File: src/rtl/serial_adder.sv
// Bit-serial adder/subtractor: one full-adder cell and a carry flop process
// WIDTH-bit operands LSB-first, with a start/busy/done handshake.
module serial_adder #(
  parameter int WIDTH = 8
) (
  input  logic             clk,
  input  logic             rst,
  input  logic             start,
  input  logic             sub,
  input  logic [WIDTH-1:0] a,
  input  logic [WIDTH-1:0] b,
  input  logic             cin,
  output logic [WIDTH-1:0] sum,
  output logic             cout,
  output logic             overflow,
  output logic             busy,
  output logic             done
);

  localparam int CW = (WIDTH > 1) ? $clog2(WIDTH) : 1;

  typedef enum logic [1:0] {
    IDLE,
    RUN,
    DONE
  } state_t;

  state_t           state, state_next;
  logic [WIDTH-1:0] sh_a, sh_b, res, res_next;
  logic             c, s, c_next;
  logic [CW-1:0]    cnt;
  logic             last, accept;

  // Full-adder cell on the current LSBs.
  always_comb begin
    s        = sh_a[0] ^ sh_b[0] ^ c;
    c_next   = (sh_a[0] & sh_b[0]) | (sh_a[0] & c) | (sh_b[0] & c);
    res_next = (res >> 1) | ({{(WIDTH-1){1'b0}}, s} << (WIDTH-1));
    last     = (cnt == CW'(WIDTH-1));
    accept   = start && (state != RUN);
  end

  // NOTE: sequential state uses non-blocking assignments so every flop samples
  // pre-edge values regardless of process ordering.
  always_ff @(posedge clk) begin
    if (rst) state <= IDLE;
    else     state <= state_next;
  end

  // NOTE: state_next is defaulted first so no path through the case infers a latch.
  always_comb begin
    state_next = state;
    case (state)
      IDLE:    if (start) state_next = RUN;
      RUN:     if (last)  state_next = DONE;
      DONE:    state_next = start ? RUN : IDLE;
      default: state_next = IDLE;
    endcase
  end

  always_comb begin
    busy = (state == RUN);
    done = (state == DONE);
  end

  always_ff @(posedge clk) begin
    if (rst) begin
      sh_a     <= '0;
      sh_b     <= '0;
      res      <= '0;
      c        <= 1'b0;
      cnt      <= '0;
      sum      <= '0;
      cout     <= 1'b0;
      overflow <= 1'b0;
    end else if (accept) begin
      // Subtract is a + ~b + 1, so the forced carry-in replaces cin.
      sh_a <= a;
      sh_b <= sub ? ~b : b;
      c    <= sub ? 1'b1 : cin;
      cnt  <= '0;
    end else if (state == RUN) begin
      sh_a <= sh_a >> 1;
      sh_b <= sh_b >> 1;
      res  <= res_next;
      c    <= c_next;
      cnt  <= cnt + CW'(1);
      if (last) begin
        // On the MSB step the carry flop still holds the carry into the MSB.
        sum      <= res_next;
        cout     <= c_next;
        overflow <= c ^ c_next;
      end
    end
  end

endmodule
File: config.mk
export PLATFORM = sky130hd
export DESIGN_NAME = serial_adder
export DESIGN_NICKNAME = d
export VERILOG_FILES = /design/src/rtl/serial_adder.sv
export SDC_FILE = /design/constraint.sdc
export NUM_CORES = 1
export LEC_CHECK = 0
export CORE_MARGIN = 1.5
export CORE_UTILIZATION = 50
export DETAILED_ROUTE_END_ITERATION = 12
export PLACE_DENSITY = 0.78
export SLEW_MARGIN = 20
export SYNTH_ARGS = -nofsm -noshare
export SYNTH_HDL_FRONTEND = slang
export SYNTH_SLANG_ARGS = --single-unit
File: constraint.sdc
create_clock -name clk -period 2 [get_ports clk]
set_clock_uncertainty 0.1 [all_clocks]
set_input_delay 0.4 -clock clk [delete_from_list [all_inputs] [get_ports clk]]
set_output_delay 0.4 -clock clk [all_outputs]
set_load 0.01 [all_outputs]
==> results of run 1 <==
[state kept, by name, indices dropped and copies added, names as in the netlist]
register,count
c,1
cnt,3
cout,1
overflow,1
res,7
sh_a,8
sh_b,8
state,2
sum,8
[cell usage in the layout, fill, tap and decap left out, drive strengths merged]
cell type,count
o221ai,1
ha,2
a2bb2oi,1
fa,1
a211o,7
and3b,1
dfxtp,39
nor2b,1
nand2b,3
a21oi,27
mux2i,8
clkdlybuf4s50,32
clkbuf,7
xnor2,9
inv,2
a211oi,8
clkinv,1
nor3,1
a2111oi,1
buf,4
nor2,18
nand2,42
nand3b,4
[cell type report]
class                           instances  area [sq um]  area share, %
Inverter                                2          12.5          0.601
Clock buffer                            7          45.0           2.16
Tap cell                               44          55.1           2.65
Sequential cell                        39           782           37.6
Multi-Input combinational cell        135           806           38.7
Clock inverter                          1          5.00          0.241
Timing Repair Buffer                   36           375           18.0
[routing by layer]
metal	GRT usage [%]	routed length (um)
met5	0	0
met4	11.5	55
met3	4.41	153
met2	31.9	1470
met1	20.6	1380
[logic make-up (layout without fill, tap and decap cells)]
family / after synthesis / count (layout) / synth area share [%]
flip-flops: 39 / 39 / 46.2
XOR/XNOR: 9 / 9 / 4.67
AND/OR/NAND/NOR: 70 / 70 / 17.4
AO/OA/AOI/OAI: 45 / 45 / 17.8
buffers and inverters: 16 / 46 / 6.52
multiplexers: 8 / 8 / 4.74
adder cells (fa/ha/maj): 3 / 3 / 2.67
[worst register-to-register path, cell delays in order (launching register included)]
cell,delay (ns)
sky130_fd_sc_hd__dfxtp_1,0.36
sky130_fd_sc_hd__ha_1,0.16
sky130_fd_sc_hd__ha_1,0.18
sky130_fd_sc_hd__and3b_1,0.40
sky130_fd_sc_hd__nor2_1,0.08
sky130_fd_sc_hd__a211oi_1,0.21
[repair_timing]
action                                  4_1_cts  5_1_grt
pin swaps                                     0        0
gates resized for setup                       1        1
endpoints found under the setup margin        1        1
gates cloned                                  0        0
buffers inserted                              0        0
[worst max path at each step]
stage                        start        to  slack (ns)  cells past startpoint
after floorplan             cnt[0]  overflow        0.64                      5
after global placement         sub   sh_b[3]        0.15                      4
after detailed placement       sub   sh_b[1]        0.09                      4
after CTS                 state[0]      busy        0.04                      3
after global routing      state[1]      done        0.02                      2
final                     state[1]      busy        0.09                      3
[power groups by stage]
stage               registers [mW]  clock network (mW)  logic (mW)
floorplan                    0.849                   0       0.157
global placement             0.853                   0       0.212
detailed placement           0.855                   0       0.220
CTS                          0.839               0.387       0.222
global route                 0.844               0.422       0.241
finish                       0.839               0.378       0.220
[through the flow]
step	area, sq um	hold slack, ns	total power [mW]	cells
2_1_floorplan	1690	0.332	1.01	190
3_3_place_gp	2020	0.340	1.06	256
3_5_place_dp	2020	0.346	1.08	256
4_1_cts	2080	0.362	1.45	264
5_1_grt	2080	0.371	1.51	264
6_report	2080	0.361	1.44	264
==> implementation parameters, run 1 <==
Parameter                              Value

STA
  Actual transition at the worst max-transition pin    0.466 ns
  Final setup viols    0
  Setup WS post-layout    0.0932 ns
  Fin Setup TNS    0 ns
  Total count of hold-check failures in the final report    0
  Time the worst path needs with I/O delays and setup    1.91 ns
  Highest achievable clock rate    524 MHz
  Worst slew margin    68.8%
  RSZ-0062 raised after global routing    no
  Final Max Slew Viols    0
  Final cycle utilization of the critical path    95.3%

Synthesis
  Post-synth net total    214
  Most frequent cell after synthesis    sky130_fd_sc_hd__nand2_1
  Number of enable-type register cells in the synthesized netlist    0
  Synth area leader    sky130_fd_sc_hd__dfxtp_1
  Yosys warns    0
  Number of distinct library cell variants in the gate-level netlist after synthesis    25
  Number of standard cells after synthesis    190
  Top_reg_cell synth    sky130_fd_sc_hd__dfxtp_1
  Post-synthesis cell area    0.00169 sq mm
  Flops & latches, synth    39
  Share of async-settable or async-resettable flops after synthesis    0%
  Area share of the leading cell type in the synthesized netlist    46.2%
  Most used standard cells in the synthesized netlist    sky130_fd_sc_hd__nand2_1, sky130_fd_sc_hd__dfxtp_1, sky130_fd_sc_hd__a21oi_1
  Mean Syn Cell Area    8.89 sq um
  Share of synthesized area occupied by flip-flops and latches    46.2%
  Top cells by area, synth    sky130_fd_sc_hd__dfxtp_1, sky130_fd_sc_hd__nand2_1, sky130_fd_sc_hd__a21oi_1

Detailed routing
  Post-DR wirelength/cell    11.6 um
  Routed wire length    3.06 mm
  First-iteration detailed-routing DRC count    42
  Antenna-violating nets left    0
  Total number of vias    1359
  Remaining DRCs    0
  Vias per Instance    5.15
  Drt pass-1 iters    4

Pwr
  Internal power consumption    1.07 mW
  Gate power share    15.3%
  Sequential fraction of design power    58.4%
  Largest voltage drop on the vdd net    0.000419 V
  P per Cell Area    690 mW/mm^2
  Leak pwr    0.763 nW
  Clock power frac    26.3%
  Switching share of total power    25.7%
  Net load switching power    370 uW

Floorplanning
  Width of the die    61.1 um
  Area enclosed by the die boundary    0.00374 sq mm
  Starting density of the core    54.0%
  Area of the placeable core    0.00313 sq mm
  Boundary Pins    33
  DIE HEIGHT    61.1 um
  Placement row count    20

CTS
  Clock Latency Late Sink    0.34 ns
  Clock tree sinks    39
  CTS H-Tree Depth    2
  Clock-pin slew of the registers on the worst-case setup and hold paths    0.11 ns
  Maximum buffer depth of the clock tree    2
  Number of hold buffers added after CTS    0
  CTS tree    yes
  Number of buffers added by the clock tree synthesis step    5
  CTS Root Cell    sky130_fd_sc_hd__clkbuf_4

Setup path
  Crit path DAT    1.41 ns
  Maximum single-stage delay on the critical path    0.52 ns
  Launch instance of the worst register-to-register path    cnt[0]
  Reg2Reg Capture Point    overflow
  Cell with the largest stage delay on the worst path    sky130_fd_sc_hd__clkdlybuf4s50_1
  Largest driver fanout on the critical path    4
  Nature of the critical path startpoint    flip-flop
  Buffers & Inverters on Critical Path    2
  Worst Path Required    1.50 ns
  Critical path endpoint category    primary output
  Flop2flop setup slack    0.41 ns
  CP top delay family    buffers and inverters
  Worst Reg-to-Reg Cells    5
  Cell breakdown of the critical path    nand2b_4, inv_6, clkdlybuf4s50_1
  Path type of the worst setup path    flip-flop to primary output

Placed design
  Worst slack, placed    0.0944 ns
  Routability cong.    0.739
  HPWL after detailed placement    2.16 mm
  Port Buffers    32

Finish
  Area added between synthesis and finish    23.2%
  Count of nets after finishing    243
  Count of fill cells added during filler insertion    261
  Fraction of the core area covered by cells at the end of the flow    66.5%
  Antenna cell count    0
  Fraction of final layout cells sized beyond drive strength 1    7.73%

Min path
  Endpoint of the worst hold-timing path    sum[7]
  Cell count of the worst hold path    2
  Worst hold start    sum[7]
  Type of the worst min-delay path    flip-flop to flip-flop

Global routing
  Maximum number of pins on one net before global-route repair    40
  Remaining global-route overflow    0
  Wire length of the first global-routing pass    5.10 mm
  Total GRT Usage    18.6%
  Initial antenna violation count    0
  Number of global-route vias before repair    1263

Status
  Run status    completed

Job
  Max-cap violations    0
Note: power is estimated with default switching activity, not from simulation.
==> run 2, diff against run 1 <==
--- a/config.mk
+++ b/config.mk
@@ -5,10 +5,10 @@
 export SDC_FILE = /design/constraint.sdc
 export NUM_CORES = 1
 export LEC_CHECK = 0
-export CORE_MARGIN = 1.5
-export CORE_UTILIZATION = 50
+export CORE_UTILIZATION = 51
 export DETAILED_ROUTE_END_ITERATION = 12
-export PLACE_DENSITY = 0.78
+export GPL_TIMING_DRIVEN = 0
+export PLACE_DENSITY = 0.79
 export SLEW_MARGIN = 20
 export SYNTH_ARGS = -nofsm -noshare
 export SYNTH_HDL_FRONTEND = slang
==> constraint.sdc (replaced) <==
create_clock -name clk -period 2.25 [get_ports clk]
set_clock_uncertainty 0.1 [all_clocks]
set_input_delay 0.45 -clock clk [delete_from_list [all_inputs] [get_ports clk]]
set_output_delay 0.45 -clock clk [all_outputs]
set_load 0.01 [all_outputs]
==> implementation parameters, run 2 (same netlist as run 1, synthesis figures left out) <==
Parameter                              Value

CTS
  Clock-pin slew of the registers on the worst-case setup and hold paths    0.12 ns (was 0.11 ns)
  Number of hold buffers added after CTS    0 (unchanged)
  Clock tree sinks    39 (unchanged)
  CTS tree    yes (unchanged)
  Number of buffers added by the clock tree synthesis step    5 (unchanged)
  Post-CTS setup buffer count    0 (unchanged)
  CTS H-Tree Depth    2 (unchanged)
  CTS Root Cell    sky130_fd_sc_hd__clkbuf_4 (unchanged)
  Maximum buffer depth of the clock tree    2 (unchanged)
  Clock Latency Late Sink    0.35 ns (was 0.34 ns)

Min path
  Type of the worst min-delay path    flip-flop to flip-flop (unchanged)
  Worst hold start    sum[3] (was sum[7])

Finish
  Fraction of final layout cells sized beyond drive strength 1    10.5% (was 7.73%)
  Commonest non-fill, non-tap cells in the layout    sky130_fd_sc_hd__nand2_1, sky130_fd_sc_hd__dfxtp_1, sky130_fd_sc_hd__clkdlybuf4s50_1 (unchanged)
  Count of nets after finishing    251 (was 243)
  Most common cell after layout, fill and taps aside    sky130_fd_sc_hd__nand2_1 (unchanged)
  Area added between synthesis and finish    27.0% (was 23.2%)
  Fraction of the core area covered by cells at the end of the flow    69.2% (was 66.5%)
  Largest regs    sh_a: 8 flops, sh_b: 8 flops, sum: 8 flops (unchanged)
  Antenna cell count    0 (unchanged)

Setup path
  Cell breakdown of the critical path    nand2b_1, buf_6, inv_6, buf_6, dlygate4sd2_1 (was nand2b_4, inv_6, clkdlybuf4s50_1)
  Largest driver fanout on the critical path    10 (was 4)
  Cell with the largest stage delay on the worst path    sky130_fd_sc_hd__dfxtp_1 (was sky130_fd_sc_hd__clkdlybuf4s50_1)
  CP top delay family    buffers and inverters (unchanged)
  Critical path endpoint category    primary output (unchanged)
  Buffers & Inverters on Critical Path    4 (was 2)
  First element of the critical path    state[1] (unchanged)
  Launch instance of the worst register-to-register path    cnt[0] (unchanged)
  Worst Path Required    1.70 ns (was 1.50 ns)
  Path type of the worst setup path    flip-flop to primary output (unchanged)
  Maximum single-stage delay on the critical path    0.34 ns (was 0.52 ns)
  CP dominant cell by count    sky130_fd_sc_hd__buf_6
  Crit path DAT    1.53 ns (was 1.41 ns)
  Nature of the critical path startpoint    flip-flop (unchanged)

Global routing
  Initial antenna violation count    0 (unchanged)
  GR Util met2    40.6% (was 31.9%)
  Remaining global-route overflow    0 (unchanged)
  Wire length of the first global-routing pass    6.27 mm (was 5.10 mm)
  GR peak layer    met2 (unchanged)
  Total GRT Usage    24.2% (was 18.6%)
  Maximum number of pins on one net before global-route repair    13 (was 40)
  Met1 global-route usage    29.0% (was 20.6%)
  Number of global-route vias before repair    1422 (was 1263)
  Met3 capacity usage during global routing    4.59% (was 4.41%)

STA
  Final cycle utilization of the critical path    92.3%
  Final setup viols    0 (unchanged)
  RSZ-0062 raised after global routing    no (unchanged)
  Worst Hold Slack    0.363 ns (was 0.361 ns)
  Time the worst path needs with I/O delays and setup    2.08 ns
  Worst slew margin    65.4% (was 68.8%)
  Total count of hold-check failures in the final report    0 (unchanged)
  Highest achievable clock rate    481 MHz
  Final Max Slew Viols    0 (unchanged)
  Fin Setup TNS    0 ns (unchanged)
  Actual transition at the worst max-transition pin    0.518 ns (was 0.466 ns)

Detailed routing
  First-iteration detailed-routing DRC count    68 (was 42)
  Routed wire length    3.69 mm (was 3.06 mm)
  Post-DR wirelength/cell    13.6 um (was 11.6 um)
  Total number of vias    1420 (was 1359)
  Drt pass-1 iters    4 (unchanged)
  Antenna-violating nets left    0 (unchanged)
  Remaining DRCs    0 (unchanged)
  Vias per Instance    5.22 (was 5.15)

Floorplanning
  Width of the die    59.6 um (was 61.1 um)
  Area enclosed by the die boundary    0.00355 sq mm (was 0.00374 sq mm)
  Starting density of the core    54.4% (was 54.0%)
  Boundary Pins    33 (unchanged)
  DIE HEIGHT    59.6 um (was 61.1 um)
  Placement row count    20 (unchanged)
  Area of the placeable core    0.00310 sq mm (was 0.00313 sq mm)

Placed design
  HPWL after detailed placement    2.66 mm (was 2.16 mm)
  Routability cong.    0.757 (was 0.739)
  Port Buffers    30 (was 32)

Status
  Run status    completed (unchanged)

Pwr
  Leak pwr    0.810 nW (was 0.763 nW)
  P per Cell Area    714 mW/mm^2 (was 690 mW/mm^2)
  Largest voltage drop on the vdd net    0.000642 V (was 0.000419 V)

Job
  Max-cap violations    0 (unchanged)
[run 2: changes by cell type in the layout (fill, tap and decap cells not counted), moves of 2 or more]
cell / previous run / this run
sky130_fd_sc_hd__buf_12: 2 / 0
sky130_fd_sc_hd__buf_4: 2 / 0
sky130_fd_sc_hd__clkdlybuf4s50_1: 32 / 29
sky130_fd_sc_hd__buf_6: 0 / 5
sky130_fd_sc_hd__bufinv_16: 0 / 2
sky130_fd_sc_hd__buf_2: 0 / 6
[run 2: tightest hold or removal path: cells and delay by family (launching register included)]
family | cells | cell delay, ns
and+or+nand+nor | 1 | 0.05
AOI/OAI and AO/OA | 1 | 0.05
DFF | 1 | 0.33
[run 2: where the power goes]
group	internal, mW	total (mW)	switching [mW]
sequential	0.724	0.746	0.0217
clock	0.347	0.581	0.234
combinational	0.104	0.205	0.101
total	1.17	1.53	0.357
[run 2: stage by stage]
step / instance area (sq um) / worst slack (ns) / total power [mW] / cells
after detailed placement: 2040 / 0.289 / 0.965 / 264
final: 2150 / 0.173 / 1.53 / 272
after global routing: 2150 / 0.0831 / 1.58 / 272
after floorplan: 1690 / 0.894 / 0.894 / 190
after CTS: 2150 / 0.159 / 1.54 / 272
after global placement: 2040 / 0.312 / 0.955 / 264
[run 2: what timing repair did]
action / in CTS / in global routing
endpoints found under the hold margin: 0 / 0
setup endpoints to repair: 1 / 0
gates resized for setup: 2 / 0
[run 2: area by class of cell]
type / instances / area (sq um)
clock inverters: 2 / 60.1
plain buffers: 14 / 97.6
clock buffers: 6 / 41.3
inverters: 2 / 12.5
multi-input cells: 135 / 798
flip-flops and latches: 39 / 782
well taps: 44 / 55.1
repair buffers: 30 / 299
fillers: 284 / 957
[run 2: per-layer routing]
metal,up-vias,routed length (um)
met3,7,117
li1,715,-
met4,0,63
met2,23,1860
met1,675,1650
met5,-,0
[run 2: path summary, 6_finish.rpt]
| check | depth (start not counted) | to | slack [ns] |
|---|---|---|---|
| worst max-delay path | 5 | busy | 0.17 |
| worst min-delay path | 2 | sum[3] | 0.36 |
| worst max register to register | 5 | sum[6] | 0.74 |
| worst min register to register | 2 | sum[3] | 0.36 |
==> run 3, diff against run 2 <==
==> constraint.sdc (replaced) <==
create_clock -name clk -period 2.4 [get_ports clk]
set_clock_uncertainty 0.1 [all_clocks]
set_input_delay 0.48 -clock clk [delete_from_list [all_inputs] [get_ports clk]]
set_output_delay 0.48 -clock clk [all_outputs]
set_load 0.01 [all_outputs]
==> implementation parameters, run 3 (same netlist as run 1, synthesis figures left out) <==
Parameter                              Value

Pwr
  Leak pwr    0.821 nW (was 0.810 nW)
  Largest voltage drop on the vdd net    0.000602 V (was 0.000642 V)
  P per Cell Area    668 mW/mm^2 (was 714 mW/mm^2)

Setup path
  Nature of the critical path startpoint    flip-flop (unchanged)
  Path type of the worst setup path    flip-flop to primary output (unchanged)
  Worst Path Required    1.82 ns (was 1.70 ns)
  Critical path endpoint category    primary output (unchanged)
  Crit path DAT    1.42 ns (was 1.53 ns)
  Largest driver fanout on the critical path    10 (unchanged)

Job
  Max-cap violations    0 (unchanged)

Finish
  Count of nets after finishing    251 (unchanged)
  Largest regs    sh_a: 8 flops, sh_b: 8 flops, sum: 8 flops (unchanged)
  Most common cell after layout, fill and taps aside    sky130_fd_sc_hd__nand2_1 (unchanged)
  Commonest non-fill, non-tap cells in the layout    sky130_fd_sc_hd__nand2_1, sky130_fd_sc_hd__dfxtp_1, sky130_fd_sc_hd__clkdlybuf4s50_1 (unchanged)
  Cell area after layout    0.00215 sq mm (about the same)
  Fraction of final layout cells sized beyond drive strength 1    10.5% (unchanged)
  Antenna cell count    0 (unchanged)
  Non-filler instance count after layout    272 (unchanged)
  Area added between synthesis and finish    27.3% (was 27.0%)
  Count of fill cells added during filler insertion    284 (unchanged)

CTS
  Clock-pin slew of the registers on the worst-case setup and hold paths    0.12 ns (about the same)
  Clock tree sinks    39 (unchanged)
  Maximum buffer depth of the clock tree    2 (unchanged)
  Post-CTS setup buffer count    0 (unchanged)
  Number of buffers added by the clock tree synthesis step    5 (unchanged)
  Clock Latency Late Sink    0.35 ns (about the same)
  CTS H-Tree Depth    2 (unchanged)
  CTS tree    yes (unchanged)
  CTS Root Cell    sky130_fd_sc_hd__clkbuf_4 (unchanged)

STA
  Highest achievable clock rate    500 MHz
  Final Max Slew Viols    0 (unchanged)
  Worst slew margin    65.4% (unchanged)
  Final cycle utilization of the critical path    83.3%
  Total count of hold-check failures in the final report    0 (unchanged)
  RSZ-0062 raised after global routing    no (unchanged)
  Fin Setup TNS    0 ns (unchanged)
  Worst Hold Slack    0.363 ns (unchanged)
  Time the worst path needs with I/O delays and setup    2.00 ns
  Final setup viols    0 (unchanged)
  Actual transition at the worst max-transition pin    0.518 ns (unchanged)

Floorplanning
  Starting density of the core    54.4% (unchanged)
  Placement row count    20 (unchanged)
  Boundary Pins    33 (unchanged)
  Width of the die    59.6 um (unchanged)
  Area enclosed by the die boundary    0.00355 sq mm (unchanged)
  DIE HEIGHT    59.6 um (unchanged)
  Area of the placeable core    0.00310 sq mm (unchanged)

Global routing
  Wire length of the first global-routing pass    6.27 mm (unchanged)
  Total GRT Usage    24.2% (unchanged)
  Initial antenna violation count    0 (unchanged)
  Remaining global-route overflow    0 (unchanged)
  Maximum number of pins on one net before global-route repair    13 (unchanged)
  Number of global-route vias before repair    1422 (unchanged)

Detailed routing
  Antenna-violating nets left    0 (unchanged)
  Routed wire length    3.69 mm (unchanged)
  Remaining DRCs    0 (unchanged)
  First-iteration detailed-routing DRC count    68 (unchanged)
  Post-DR wirelength/cell    13.6 um (unchanged)
  Drt pass-1 iters    4 (unchanged)
  Total number of vias    1420 (unchanged)
  Vias per Instance    5.22 (unchanged)

Placed design
  HPWL after detailed placement    2.66 mm (unchanged)
  Routability cong.    0.757 (unchanged)
  Port Buffers    30 (unchanged)
  Instance area at placement    0.00204 sq mm (unchanged)
  Number of placed instances, taps included    264 (unchanged)

Status
  Run status    completed (unchanged)

Min path
  Type of the worst min-delay path    flip-flop to flip-flop (unchanged)
run 3: worst paths after layout:
path | start | slack, ns | depth (start not counted) | to
max reg2reg | cnt[0] | 0.89 | 5 | sum[6]
min reg2reg | sum[3] | 0.36 | 2 | sum[3]
max | state[1] | 0.40 | 5 | busy
min | sum[3] | 0.36 | 2 | sum[3]
run 3: power by group:
| part | switching [mW] | internal [mW] | total (mW) |
|---|---|---|---|
| Combinational | 0.0946 | 0.0984 | 0.193 |
| Clock | 0.219 | 0.325 | 0.545 |
| Sequential | 0.0204 | 0.679 | 0.699 |
run 3: metal layers:
layer,up-vias,wire length (um),track usage (%)
met2,23,1860,40.6
met5,-,0,0
met1,675,1650,29.0
li1,715,-,-
met3,7,117,4.59
met4,0,63,13.3
run 3: critical path: stages, from the launching register on:
cell,delay (ns)
sky130_fd_sc_hd__dfxtp_1,0.34
sky130_fd_sc_hd__nand2b_1,0.16
sky130_fd_sc_hd__buf_6,0.15
sky130_fd_sc_hd__inv_6,0.10
sky130_fd_sc_hd__buf_6,0.15
sky130_fd_sc_hd__dlymetal6s2s_1,0.16
run 3: final cells by class:
cell class | count | area, sq um | share of cell area [%]
clock inverters | 2 | 60.1 | 2.79
repair buffers | 30 | 303 | 14.1
flip-flops and latches | 39 | 782 | 36.4
multi-input cells | 135 | 798 | 37.1
clock buffers | 6 | 41.3 | 1.92
well taps | 44 | 55.1 | 2.56
inverters | 2 | 12.5 | 0.582
plain buffers | 14 | 97.6 | 4.54
run 3: per-stage QoR:
| step | setup slack, ns | utilization, % | total power [mW] |
|---|---|---|---|
| after floorplan | 1.04 | - | 0.838 |
| after CTS | 0.0103 | 69.2 | 1.44 |
| after detailed placement | 0.409 | 65.9 | 0.905 |
| after global routing | 0.311 | 69.3 | 1.49 |
| final | 0.401 | 69.3 | 1.44 |
| after global placement | 0.432 | 65.9 | 0.895 |
run 3: repair_timing:
item | 4_1_cts | 5_1_grt
gates cloned | 0 | 0
hold buffers | 0 | 0
setup endpoints to repair | 1 | 1
resized for setup | 1 | 1
